**config.mk**
```make
export PLATFORM = sky130hd
export DESIGN_NAME = dice_result_stabilizer
export DESIGN_NICKNAME = d
export VERILOG_FILES = /design/src/rtl/dice_result_stabilizer.sv
export SDC_FILE = /design/constraint.sdc
export NUM_CORES = 1
export LEC_CHECK = 0
export ABC_AREA = 1
export CAP_MARGIN = 20
export CORE_ASPECT_RATIO = 1.1
export CORE_MARGIN = 3
export CORE_UTILIZATION = 40
export CTS_CLUSTER_DIAMETER = 120
export DETAILED_ROUTE_END_ITERATION = 7
export PLACE_DENSITY = 0.61
export RECOVER_POWER = 25
export SKIP_LAST_GASP = 1
export SYNTH_ARGS = -nofsm -noshare
export SYNTH_HDL_FRONTEND = slang
export SYNTH_SLANG_ARGS = --single-unit
```
**constraint.sdc**
```tcl
create_clock -name clk -period 3.7 [get_ports clk]
set_input_delay 0.74 -clock clk [delete_from_list [all_inputs] [get_ports clk]]
set_output_delay 0.74 -clock clk [all_outputs]
set_load 0.05 [all_outputs]
```
**src/rtl/dice_result_stabilizer.sv**
```systemverilog
// dice_result_stabilizer: debounces per-frame colour classifications into a dice result
//
// Build option: define RELEASE_WHITE_EN so that a fired result re-arms only on the
// rising edge of white_stable. Without it, any frame whose colour differs from the
// last fired colour re-arms.
//
// Ports:
//   clk           system clock
//   reset_n       asynchronous active-low reset
//   frame_done    one-cycle pulse, frame_color valid
//   frame_color   0 NONE, 1 RED, 2 GREEN, 3 BLUE, 4 WHITE, 5..7 read as NONE
//   result_ready  one-cycle pulse with a stable RGB result
//   result_color  01 RED, 10 GREEN, 11 BLUE, held until the next pulse
//   white_stable  level, WHITE face stable
//   sync_lost     level, no frame seen for TIMEOUT_CYCLES
//   debug_cand    current candidate colour
//   debug_count   current consecutive-frame count (saturating)
module dice_result_stabilizer #(
    parameter int STABLE_FRAMES  = 4,
    parameter int TIMEOUT_CYCLES = 10_000_000
) (
    input  logic       clk,
    input  logic       reset_n,
    input  logic       frame_done,
    input  logic [2:0] frame_color,
    output logic       result_ready,
    output logic [1:0] result_color,
    output logic       white_stable,
    output logic       sync_lost,
    output logic [2:0] debug_cand,
    output logic [7:0] debug_count
);
    localparam int TW = $clog2(TIMEOUT_CYCLES + 1);
    localparam logic [TW-1:0] TMAX = TW'(TIMEOUT_CYCLES);
    localparam logic [7:0] SMAX = 8'(STABLE_FRAMES);
    localparam logic [2:0] C_NONE = 3'd0;
    localparam logic [2:0] C_WHITE = 3'd4;

    typedef enum logic [1:0] {S_IDLE, S_COUNT, S_FIRE, S_LOCKED} state_t;

    state_t state_q, state_d;
    logic [2:0] cand_q, cand_d;
    logic [7:0] count_q, count_d;
    logic [TW-1:0] tmr_q, tmr_d;
    logic [1:0] color_q, color_d;
    logic armed_q, armed_d;
    logic white_q, white_d;
    logic sync_q, sync_d;
    logic [2:0] c;
    logic is_rgb, stable, timeout, fire, rearm;

    always_ff @(posedge clk or negedge reset_n) begin
        if (!reset_n) begin
            state_q <= S_IDLE;
            cand_q  <= C_NONE;
            count_q <= '0;
            tmr_q   <= '0;
            color_q <= '0;
            armed_q <= 1'b1;
            white_q <= 1'b0;
            sync_q  <= 1'b0;
        end else begin
            state_q <= state_d;
            cand_q  <= cand_d;
            count_q <= count_d;
            tmr_q   <= tmr_d;
            color_q <= color_d;
            armed_q <= armed_d;
            white_q <= white_d;
            sync_q  <= sync_d;
        end
    end

    // Datapath: frame counting, timeout and re-arm; frame_done always beats a timeout
    always_comb begin
        c       = frame_color > C_WHITE ? C_NONE : frame_color;
        is_rgb  = c != C_NONE && c != C_WHITE;
        timeout = !frame_done && tmr_q >= TMAX - TW'(1);
        tmr_d   = frame_done ? '0 : tmr_q == TMAX ? TMAX : tmr_q + TW'(1);
        cand_d  = frame_done ? c : timeout ? C_NONE : cand_q;
        count_d = frame_done ? (c != cand_q ? 8'd1 : count_q >= SMAX ? SMAX : count_q + 8'd1)
                             : timeout ? 8'd0 : count_q;
        stable  = count_d == SMAX;
        fire    = frame_done && is_rgb && stable && armed_q;
        white_d = frame_done ? c == C_WHITE && (white_q || stable) : !timeout && white_q;
        sync_d  = frame_done ? 1'b0 : timeout || sync_q;
        color_d = state_d == S_FIRE ? c[1:0] : color_q;
`ifdef RELEASE_WHITE_EN
        rearm   = white_d && !white_q;
`else
        rearm   = frame_done && c != {1'b0, color_q};
`endif
        armed_d = rearm ? 1'b1 : state_q == S_FIRE ? 1'b0 : armed_q;
    end

    always_comb begin
        state_d = state_q;
        case (state_q)
            S_IDLE:   state_d = frame_done && c != C_NONE ? (fire ? S_FIRE : S_COUNT) : S_IDLE;
            S_COUNT:  state_d = timeout || (frame_done && c == C_NONE) ? S_IDLE
                              : fire ? S_FIRE : S_COUNT;
            S_FIRE:   state_d = timeout ? S_IDLE : S_LOCKED;
            S_LOCKED: state_d = timeout || (frame_done && c == C_NONE) ? S_IDLE
                              : frame_done && c != cand_q ? (fire ? S_FIRE : S_COUNT) : S_LOCKED;
            default:  state_d = S_IDLE;
        endcase
    end

    always_comb begin
        result_ready = state_q == S_FIRE;
        result_color = color_q;
        white_stable = white_q;
        sync_lost    = sync_q;
        debug_cand   = cand_q;
        debug_count  = count_q;
    end
endmodule

```
Word level (Yosys, flattened, before mapping)
Index checks and enable logic that the tools add are counted.

storage, ports and cells
  register bits = 42
  input port bits = 6
  output and inout port bits = 16
  word-level logic and storage cells = 64

cells by class
  add/subtract/negate cells = 2
  magnitude comparators = 3
  equal/unequal tests = 10
  multiplexer cells = 20
  reductions and logical operators = 21

operators by type and width
  kind                                                  count
  two-way mux 24 bit                                    2
  two-way mux 8 bit                                     4
  adder 24 x 1 -> 24 bit, second input constant         1
  equality test 24 bit, second input constant           1
  >= comparator 24 bit, second input constant           1
  two-way mux 2 bit                                     6
  logical AND 1 bit                                     11
  two-way mux 3 bit                                     3
  adder 8 x 1 -> 8 bit, second input constant           1
  equality test 8 x 3 -> 1 bit, second input constant   1
  >= comparator 8 x 3 -> 1 bit, second input constant   1
  case mux 2 bit (4 select lines)                       1
  equality test 2 bit, second input constant            3
  two-way mux 1 bit                                     4
  nonzero test 2 bit                                    2
  equality test 3 bit, second input constant            1
  greater-than comparator 3 bit, second input constant  1
  zero test 3 bit                                       1
  logical OR 1 bit                                      3
  != test 3 x 2 -> 1 bit                                1
  != test 3 bit                                         1
  != test 3 bit, second input constant                  1
  nonzero test 3 bit                                    1
  equality test 2 x 1 -> 1 bit, second input constant   1
  2 further kinds                                       3

Logic depth before layout (Yosys ltp)
Gate-level depths: netlist of run 1.

  depth in word-level cells = 13
  depth in mapped cells = 14
  mapped depth without buffers = 14

Least setup slack after synthesis of run 1
No wires, ideal clock.

  path kind = input to register
  start = input frame_done
  end = register state_q[0]
  library setup time = 0.127 ns
  arrival = 1.910 ns
  required time = 3.573 ns
  slack = 1.662 ns
  stages = 10
  buffers on the path = 2
  path through = buf_4 -> clkinv_2 -> clkbuf_1 -> nand4_2 -> nand2_1 -> nand2_2 -> nor2_4 -> nand3_1 -> nand3_1 -> nand3_1

between the ends
  cells in the longest elaborated chain, start to end = 11
  elaborated cells between the ends (all ways) = 19
  classes of those cells = eq/ne (1); mux (9); reduce/logical (9)

ends and longest elaborated chain
  element                              RTL line      source
  start, declared                      24            input logic frame_done,
  zero test 1 bit                      78            timeout = !frame_done && tmr_q >= TMAX - TW'(1);
  logical AND 1 bit                    78
  two-way mux 8 bit                    82            : timeout ? 8'd0 : count_q;
  two-way mux 8 bit (*)                81            count_d = frame_done ? (c != cand_q ? 8'd1 : count_q >= SMAX ? SMAX : count_q + 8'd1)
  net count_d[2]                       43            logic [7:0] count_q, count_d;
  equality test 8 x 3 -> 1 bit (*)     83            stable = count_d == SMAX;
  logical AND 1 bit (*) (2 in series)  84            fire = frame_done && is_rgb && stable && armed_q;
  two-way mux 2 bit (*)                99, 101, 104
  two-way mux 2 bit                    104           : frame_done && c != cand_q ? (fire ? S_FIRE : S_COUNT) : S_LOCKED;
  two-way mux 2 bit                    103           S_LOCKED: state_d = timeout || (frame_done && c == C_NONE) ? S_IDLE
  case mux 2 bit (4 select lines) (*)  98            case (state_q)
  net state_d[0]                       41            state_t state_q, state_d;
  end signal, assigned                 63            state_q <= state_d;
  end, declared                        41

Mark *: on every way through the listed nets, which the timed path passes. The rest lies on a longest branch.
A chain may end at the register's enable or synchronous reset.

Final worst setup path of run 1
  start = register state_q[1]
  end = output result_ready

between the ends
  cells in the longest elaborated chain, start to end = 1

ends and longest elaborated chain
  element              RTL line  source
  equality test 2 bit  110       result_ready = state_q == S_FIRE;
  end, declared        26        output logic result_ready,

No other way between the ends.

==> results of run 1 <==
==> flip-flops by register name, indices dropped and copies added, names as in the netlist <==
name,flops
result_color,2
tmr_q,24
sync_lost,1
white_stable,1
debug_cand,3
debug_count,8
armed_q,1
state_q,2
==> cells in the mapped netlist, drive strengths merged, types with 2 or more instances <==
library cell and count:
a21oi 17, a31oi 2, clkbuf 2, dfrtp 41, ha 4, inv 45, nand2 55, nand3 17
nand4 14, nor2 51, nor3 12, nor3b 3, nor4 3, o21ai 16, o22ai 3, or2 5
xor2 7
==> critical path, cell delays in order, from the launching register on <==
cell,delay (ns)
dfrtp_1,0.48
inv_1,0.07
nor2_1,0.25
clkdlybuf4s50_1,0.87
==> worst paths after layout <==
check                                     start                        end  slack, ns  cells past startpoint
setup / recovery           state_q[1]$_DFF_PN0_               result_ready       1.01                      3
hold / removal               tmr_q[0]$_DFF_PN0_         tmr_q[0]$_DFF_PN0_       0.46                      1
setup reg to reg             tmr_q[0]$_DFF_PN0_       state_q[1]$_DFF_PN0_       1.76                     12
hold reg to reg              tmr_q[0]$_DFF_PN0_         tmr_q[0]$_DFF_PN0_       0.46                      1
max in group asynchronous               reset_n  debug_cand[2]$_DFFE_PN0P_       1.28                      1
min in group asynchronous               reset_n        tmr_q[12]$_DFF_PN0_       1.11                      1
==> where the power goes <==
group / switching [uW] / internal [uW]
clock: 150 / 152
combinational: 127 / 61.2
sequential: 24.6 / 483
==> through the flow <==
step	utilization [%]	hold slack, ns	total power (uW)	cell area (sq um)	instances
final	48.4	0.462	998	2830	407
after global routing	48.4	0.510	1050	2830	407
after CTS	48.4	0.467	1020	2830	407
after detailed placement	46.8	0.457	706	2740	399
after global placement	46.8	0.452	705	2740	399
after floorplan	-	0.432	642	2440	303
==> per-layer routing <==
layer / up-vias / share of wire, % / global-route usage, %
met4: 0 / 1.2 / 4.45
met2: 40 / 50 / 29.2
met1: 917 / 45 / 19.5
met5: - / 0 / 0
li1: 1043 / - / -
met3: 7 / 3.7 / 3.91
==> area by class of cell <==
type                            instances  area, sq um  share of cell area, %
Tap cell                               77         96.3                   3.41
Inverter                               46          174                   6.16
Multi-Input combinational cell        212         1200                   42.5
Sequential cell                        42         1050                   37.2
Timing Repair Buffer                   22          211                   7.48
Clock buffer                            8         90.1                   3.19
==> cell families after synthesis <==
family	share of synthesized area, %
AND/OR/NAND/NOR	34.9
buffers and inverters	7.74
flip-flops	43.1
AO/OA/AOI/OAI	9.73
XOR/XNOR	2.51
adder cells (fa/ha/maj)	2.05
==> summary.txt, run 1 <==
Die
  • Die ar.: between 7000 and 8000 sq um
  • Core ar.: just under 6000 sq um
  • Chip height: between 80 and 90 um
  • # rows: 29
  • Top-Level Pins: 22
  • Die Width: ~81 um
  • Initial core utilization: 41.8%

Placement
  • GPL Wtd Cong: 0.820
  • # port buffers: 21
  • Dpl ws: approximately 0.95 ns
  • Post-DP HPWL: between 3000 and 4000 um

Timing
  • Final period util: 72.7%
  • Setup tns final: 0 ns
  • Slew @ Worst Pin: approximately 2.3 ns
  • RSZ-0062 raised after global routing: false
  • Count of final max-slew check failures: 43
  • Slew headroom: -51.2%
  • Hold Fails Final Rpt: 0
  • Setup WS post-layout: slightly above 1 ns
  • F_max: around 370 MHz
  • Tmin final: between 2 and 3 ns
  • Final setup viols: 0
  • Clock Skews: 0.00946 ns

GRT
  • GRT Total Usage: between 10% and 20%
  • Largest net degree at the start of global routing: 43
  • First-pass GRT wire length: around 9000 um
  • Initial antenna violation count: 0
  • Vias in the first global route: a little under 2000
  • Congestion Overflow GR: 0

Cells and area
  • Fin nets: ~340
  • Most frequent cells in the layout: 45 x nand2_1, 41 x inv_1, 41 x dfrtp_1
  • Share of cells above drive strength 1: approximately 15%
  • Area grow syn2layout: 15.7%
  • FILL cells: 600
  • Antenna fix cells: 0
  • Most common cell after layout, fill and taps aside: nand2_1

Drt
  • Post-route DRC: 0
  • Via density: around 4.9
  • DR WL/cell: approximately 13 um
  • DR vias: 2007
  • Final wirelength: around 5200 um
  • Post-route ant nets: 0
  • Initial drt markers: 85
  • DRT Pass-1 Iters: 4

Synthesis
  • Unique masters post-synth: 35
  • Synthesized Nets: 313
  • Synth area leader: dfrtp_1
  • Number of synthesized flops with an enable pin: 0
  • Synth Register Bits: 42
  • Synthesis warning total: 0
  • Ranking of synthesized cells by area: dfrtp_1 42%, nand2_1 6.9%, inv_1 6.3%
  • Asr flop ratio synth: 100%
  • Seq/Total Area, Yosys: a little over two fifths
  • Cells after synthesis: roughly 300
  • Ys flop type: dfrtp_1
  • Post-synth top area share: 42.0%
  • Area of the mapped netlist: 2440 sq um
  • Syn avg cell area: a little over 8 sq um

Outcome
  • Outcome: finished, violations left
  • Failing checks: capacitance limit, slew limit

Power and ir drop
  • Maximum VDD drop: roughly 0.16 mV
  • Power Density: approximately 350 nW/um^2
  • Leakage: about 0.0012 uW

Worst setup path
  • CP endpoint kind: output pin
  • Critical path type: reg2out
  • Critical Path RT: 2.96 ns
  • Worst Setup Start Kind: flop
  • Crit path DAT: 1.95 ns
  • Critical path fanouts, max: 7

Clocking
  • # Post-CTS Setup Buffers: 0
  • Post-CTS Hold Buffers: 0
  • CTS root buffer: clkbuf_8
  • CTS tree: yes
  • H-tree Lvls: 2
  • # resized after CTS: 0
  • Total CTS buffers: 5
  • Clock Tree Buf Depth: 2
  • CTS Sinks: 42
  • Clock latency on the worst-skew pair: approximately 0.29 ns
  • Clk pin slew, worst setup/hold paths: roughly 0.080 ns

Flow run
  • Max-Cap Viols: 1

Worst hold path
  • Worst Hold Class: reg2reg
(Power assumes the default switching activity.)
==> run 2, diff against run 1 <==
--- a/config.mk
+++ b/config.mk
@@ -12,7 +12,7 @@
 export CORE_UTILIZATION = 40
 export CTS_CLUSTER_DIAMETER = 120
 export DETAILED_ROUTE_END_ITERATION = 7
-export PLACE_DENSITY = 0.61
+export PLACE_DENSITY = 0.63
 export RECOVER_POWER = 25
 export SKIP_LAST_GASP = 1
 export SYNTH_ARGS = -nofsm -noshare
==> constraint.sdc (replaced) <==
create_clock -name clk -period 2.2 [get_ports clk]
set_input_delay 0.44 -clock clk [delete_from_list [all_inputs] [get_ports clk]]
set_output_delay 0.44 -clock clk [all_outputs]
set_load 0.05 [all_outputs]
==> run 2 against run 1 <==
Against the previous run: the run now ends clean; sequential share of layout area fell by 1.5 points; combinational power rose by 78%; clock-buffer cell count is 3 lower.
==> summary.txt, run 2 (synthesized netlist as in run 1, its figures left out) <==
Outcome
  • Outcome: finished, final reports clean (was finished, violations left)

Worst setup path
  • CP endpoint kind: output pin (unchanged)
  • Max stage delay on crit path: 0.83 ns (was 0.87 ns)
  • Crit-path cells: clkdlybuf4s50_1 (was inv_1 -> nor2_1 -> clkdlybuf4s50_1)
  • Critical path type: reg2out (unchanged)
  • Worst Setup Start Kind: flop (unchanged)
  • Critical path fanouts, max: 5 (was 7)
  • Worst-path cell with the longest stage delay: clkdlybuf4s50_1 (unchanged)
  • CP top delay family: buffers and inverters (unchanged)
  • Crit path DAT: 1.56 ns (was 1.95 ns)
  • Buf/Inv on CP: 1 (was 2)
  • Critical Path RT: 1.76 ns (was 2.96 ns)

Cells and area
  • Share of cells above drive strength 1: 19.3% (was 15.5%)
  • Fin nets: 351 (was 339)
  • Area grow syn2layout: 20.5% (was 15.7%)
  • Util after Layout: 50.4% (was 48.4%)
  • Most common cell after layout, fill and taps aside: nand2_1 (unchanged)
  • Max FFs per register: 24 (unchanged)
  • Most frequent cells in the layout: 44 x nand2_1, 41 x inv_1, 41 x dfrtp_1 (was 45 x nand2_1, 41 x inv_1, 41 x dfrtp_1)
  • Antenna fix cells: 0 (unchanged)
  • Largest Register: tmr_q (unchanged)

Worst hold path
  • Worst Hold Class: in2async (was reg2reg)

Flow run
  • Max-Cap Viols: 0 (was 1)

GRT
  • First-pass GRT wire length: 9430 um (was 8990 um)
  • Largest net degree at the start of global routing: 21 (was 43)
  • Vias in the first global route: 2171 (was 1988)
  • GRT Total Usage: 16.8% (was 16.3%)
  • Initial antenna violation count: 0 (unchanged)
  • Congestion Overflow GR: 0 (unchanged)

Clocking
  • CTS tree: yes (unchanged)
  • Total CTS buffers: 5 (unchanged)
  • CTS root buffer: clkbuf_8 (unchanged)
  • H-tree Lvls: 2 (unchanged)
  • Clk pin slew, worst setup/hold paths: 0.09 ns (was 0.08 ns)
  • Clock Tree Buf Depth: 2 (unchanged)
  • Clock latency on the worst-skew pair: 0.29 ns (about the same)
  • CTS Sinks: 42 (unchanged)

Power and ir drop
  • Comb pwr share: 18.7% (was 18.9%)
  • Clock power share: 33.7% (was 30.3%)
  • Power Density: 608 nW/um^2 (was 353 nW/um^2)
  • Maximum VDD drop: 0.345 mV (was 0.159 mV)
  • Leakage: 0.00129 uW (was 0.00122 uW)
  • Switching portion of total power: 29.4% (was 30.3%)
  • P_sw: 526 uW (was 302 uW)
  • Part of the power in registers: 47.6% (was 50.8%)
  • Internal: 1260 uW (was 696 uW)

Timing
  • Hold Fails Final Rpt: 0 (unchanged)
  • Final setup viols: 0 (unchanged)
  • Clock Skews: 0.0105 ns (was 0.00946 ns)
  • Final period util: 91.0%
  • F_max: roughly 500 MHz
  • Count of final max-slew check failures: 0 (was 43)
  • Slew @ Worst Pin: 1.13 ns (was 2.27 ns)
  • Slew headroom: 24.5% (was -51.2%)
  • Setup tns final: 0 ns (unchanged)
  • RSZ-0062 raised after global routing: false (unchanged)
  • Tmin final: ~2 ns

Drt
  • Final wirelength: 5370 um (was 5210 um)
  • DR vias: 2094 (was 2007)
  • Via density: 5.00 (was 4.93)
  • Post-route ant nets: 0 (unchanged)
  • DR WL/cell: 12.8 um (about the same)
  • Post-route DRC: 0 (unchanged)
  • DRT Pass-1 Iters: 5 (was 4)
  • Initial drt markers: 114 (was 85)

Placement
  • Post-DP HPWL: 4180 um (was 3930 um)
  • # port buffers: 21 (unchanged)
  • GPL Wtd Cong: 0.820 (unchanged)

Die
  • Top-Level Pins: 22 (unchanged)
  • Die ar.: 7080 sq um (unchanged)
  • Chip height: 88.0 um (unchanged)
  • Initial core utilization: 41.8% (unchanged)
  • Core ar.: 5840 sq um (unchanged)
  • # rows: 29 (unchanged)
  • Die Width: 80.5 um (unchanged)
[run 2: power by group through the flow]
stage,Combinational (uW),Clock (uW),Sequential (uW)
finish,334,604,851
global route,374,650,858
CTS,339,619,851
detailed placement,338,0,866
global placement,333,0,866
floorplan,164,0,915
[run 2: final timing paths]
| kind | start | endpoint | slack [ns] | depth (start not counted) |
|---|---|---|---|---|
| setup reg to reg | tmr_q[0]$_DFF_PN0_ | state_q[1]$_DFF_PN0_ | 0.25 | 13 |
| hold / removal | reset_n | state_q[0]$_DFF_PN0_ | 0.34 | 1 |
| min in group clk | tmr_q[0]$_DFF_PN0_ | tmr_q[0]$_DFF_PN0_ | 0.47 | 1 |
| setup / recovery | debug_count[0]$_DFF_PN0_ | debug_count[0] | 0.20 | 1 |
| hold reg to reg | tmr_q[0]$_DFF_PN0_ | tmr_q[0]$_DFF_PN0_ | 0.47 | 1 |
| max in group asynchronous | reset_n | tmr_q[22]$_DFF_PN0_ | 0.75 | 2 |
[run 2: layer usage]
metal | wire (um) | track usage, %
met5 | 0 | 0
met4 | 49 | 3.99
met3 | 204 | 3.81
met2 | 2700 | 29.8
met1 | 2420 | 20.7
[run 2: final cells by class]
cell class	instances	area [sq um]
clock buffer	5	68.8
sequential	42	1050
multi-input combinational	212	1200
fill	576	2900
inverter	46	174
timing repair buffer	34	308
clock inverter	3	40.0
tap	77	96.3
[run 2: through the flow]
stage	total power [uW]	worst slack (ns)	cells	area, sq um	hold WS, ns
after floorplan	1080	0.377	303	2440	0.144
after global placement	1200	-0.0244	411	2840	0.427
after detailed placement	1200	-0.116	411	2840	0.425
after CTS	1810	0.163	419	2950	0.103
after global routing	1880	0.0323	419	2940	0.399
final	1790	0.198	419	2940	0.341
[run 2: repair_timing]
item / CTS / global route
setup buffers: 0 / 0
resized for setup: 0 / 2
hold buffers: 0 / 0
endpoints found under the setup margin: 0 / 4
endpoints found under the hold margin: 0 / 0
==> run 3, diff against run 2 <==
--- a/config.mk
+++ b/config.mk
@@ -10,10 +10,12 @@
 export CORE_ASPECT_RATIO = 1.1
 export CORE_MARGIN = 3
 export CORE_UTILIZATION = 40
+export CTS_BUF_LIST = sky130_fd_sc_hd__clkbuf_4 sky130_fd_sc_hd__clkbuf_8 sky130_fd_sc_hd__clkbuf_16
 export CTS_CLUSTER_DIAMETER = 120
 export DETAILED_ROUTE_END_ITERATION = 7
 export PLACE_DENSITY = 0.63
 export RECOVER_POWER = 25
+export SKIP_CTS_REPAIR_TIMING = 1
 export SKIP_LAST_GASP = 1
 export SYNTH_ARGS = -nofsm -noshare
 export SYNTH_HDL_FRONTEND = slang
==> results of run 3 <==
No change in the layout: final DEF, timing and power equal those of run 2.
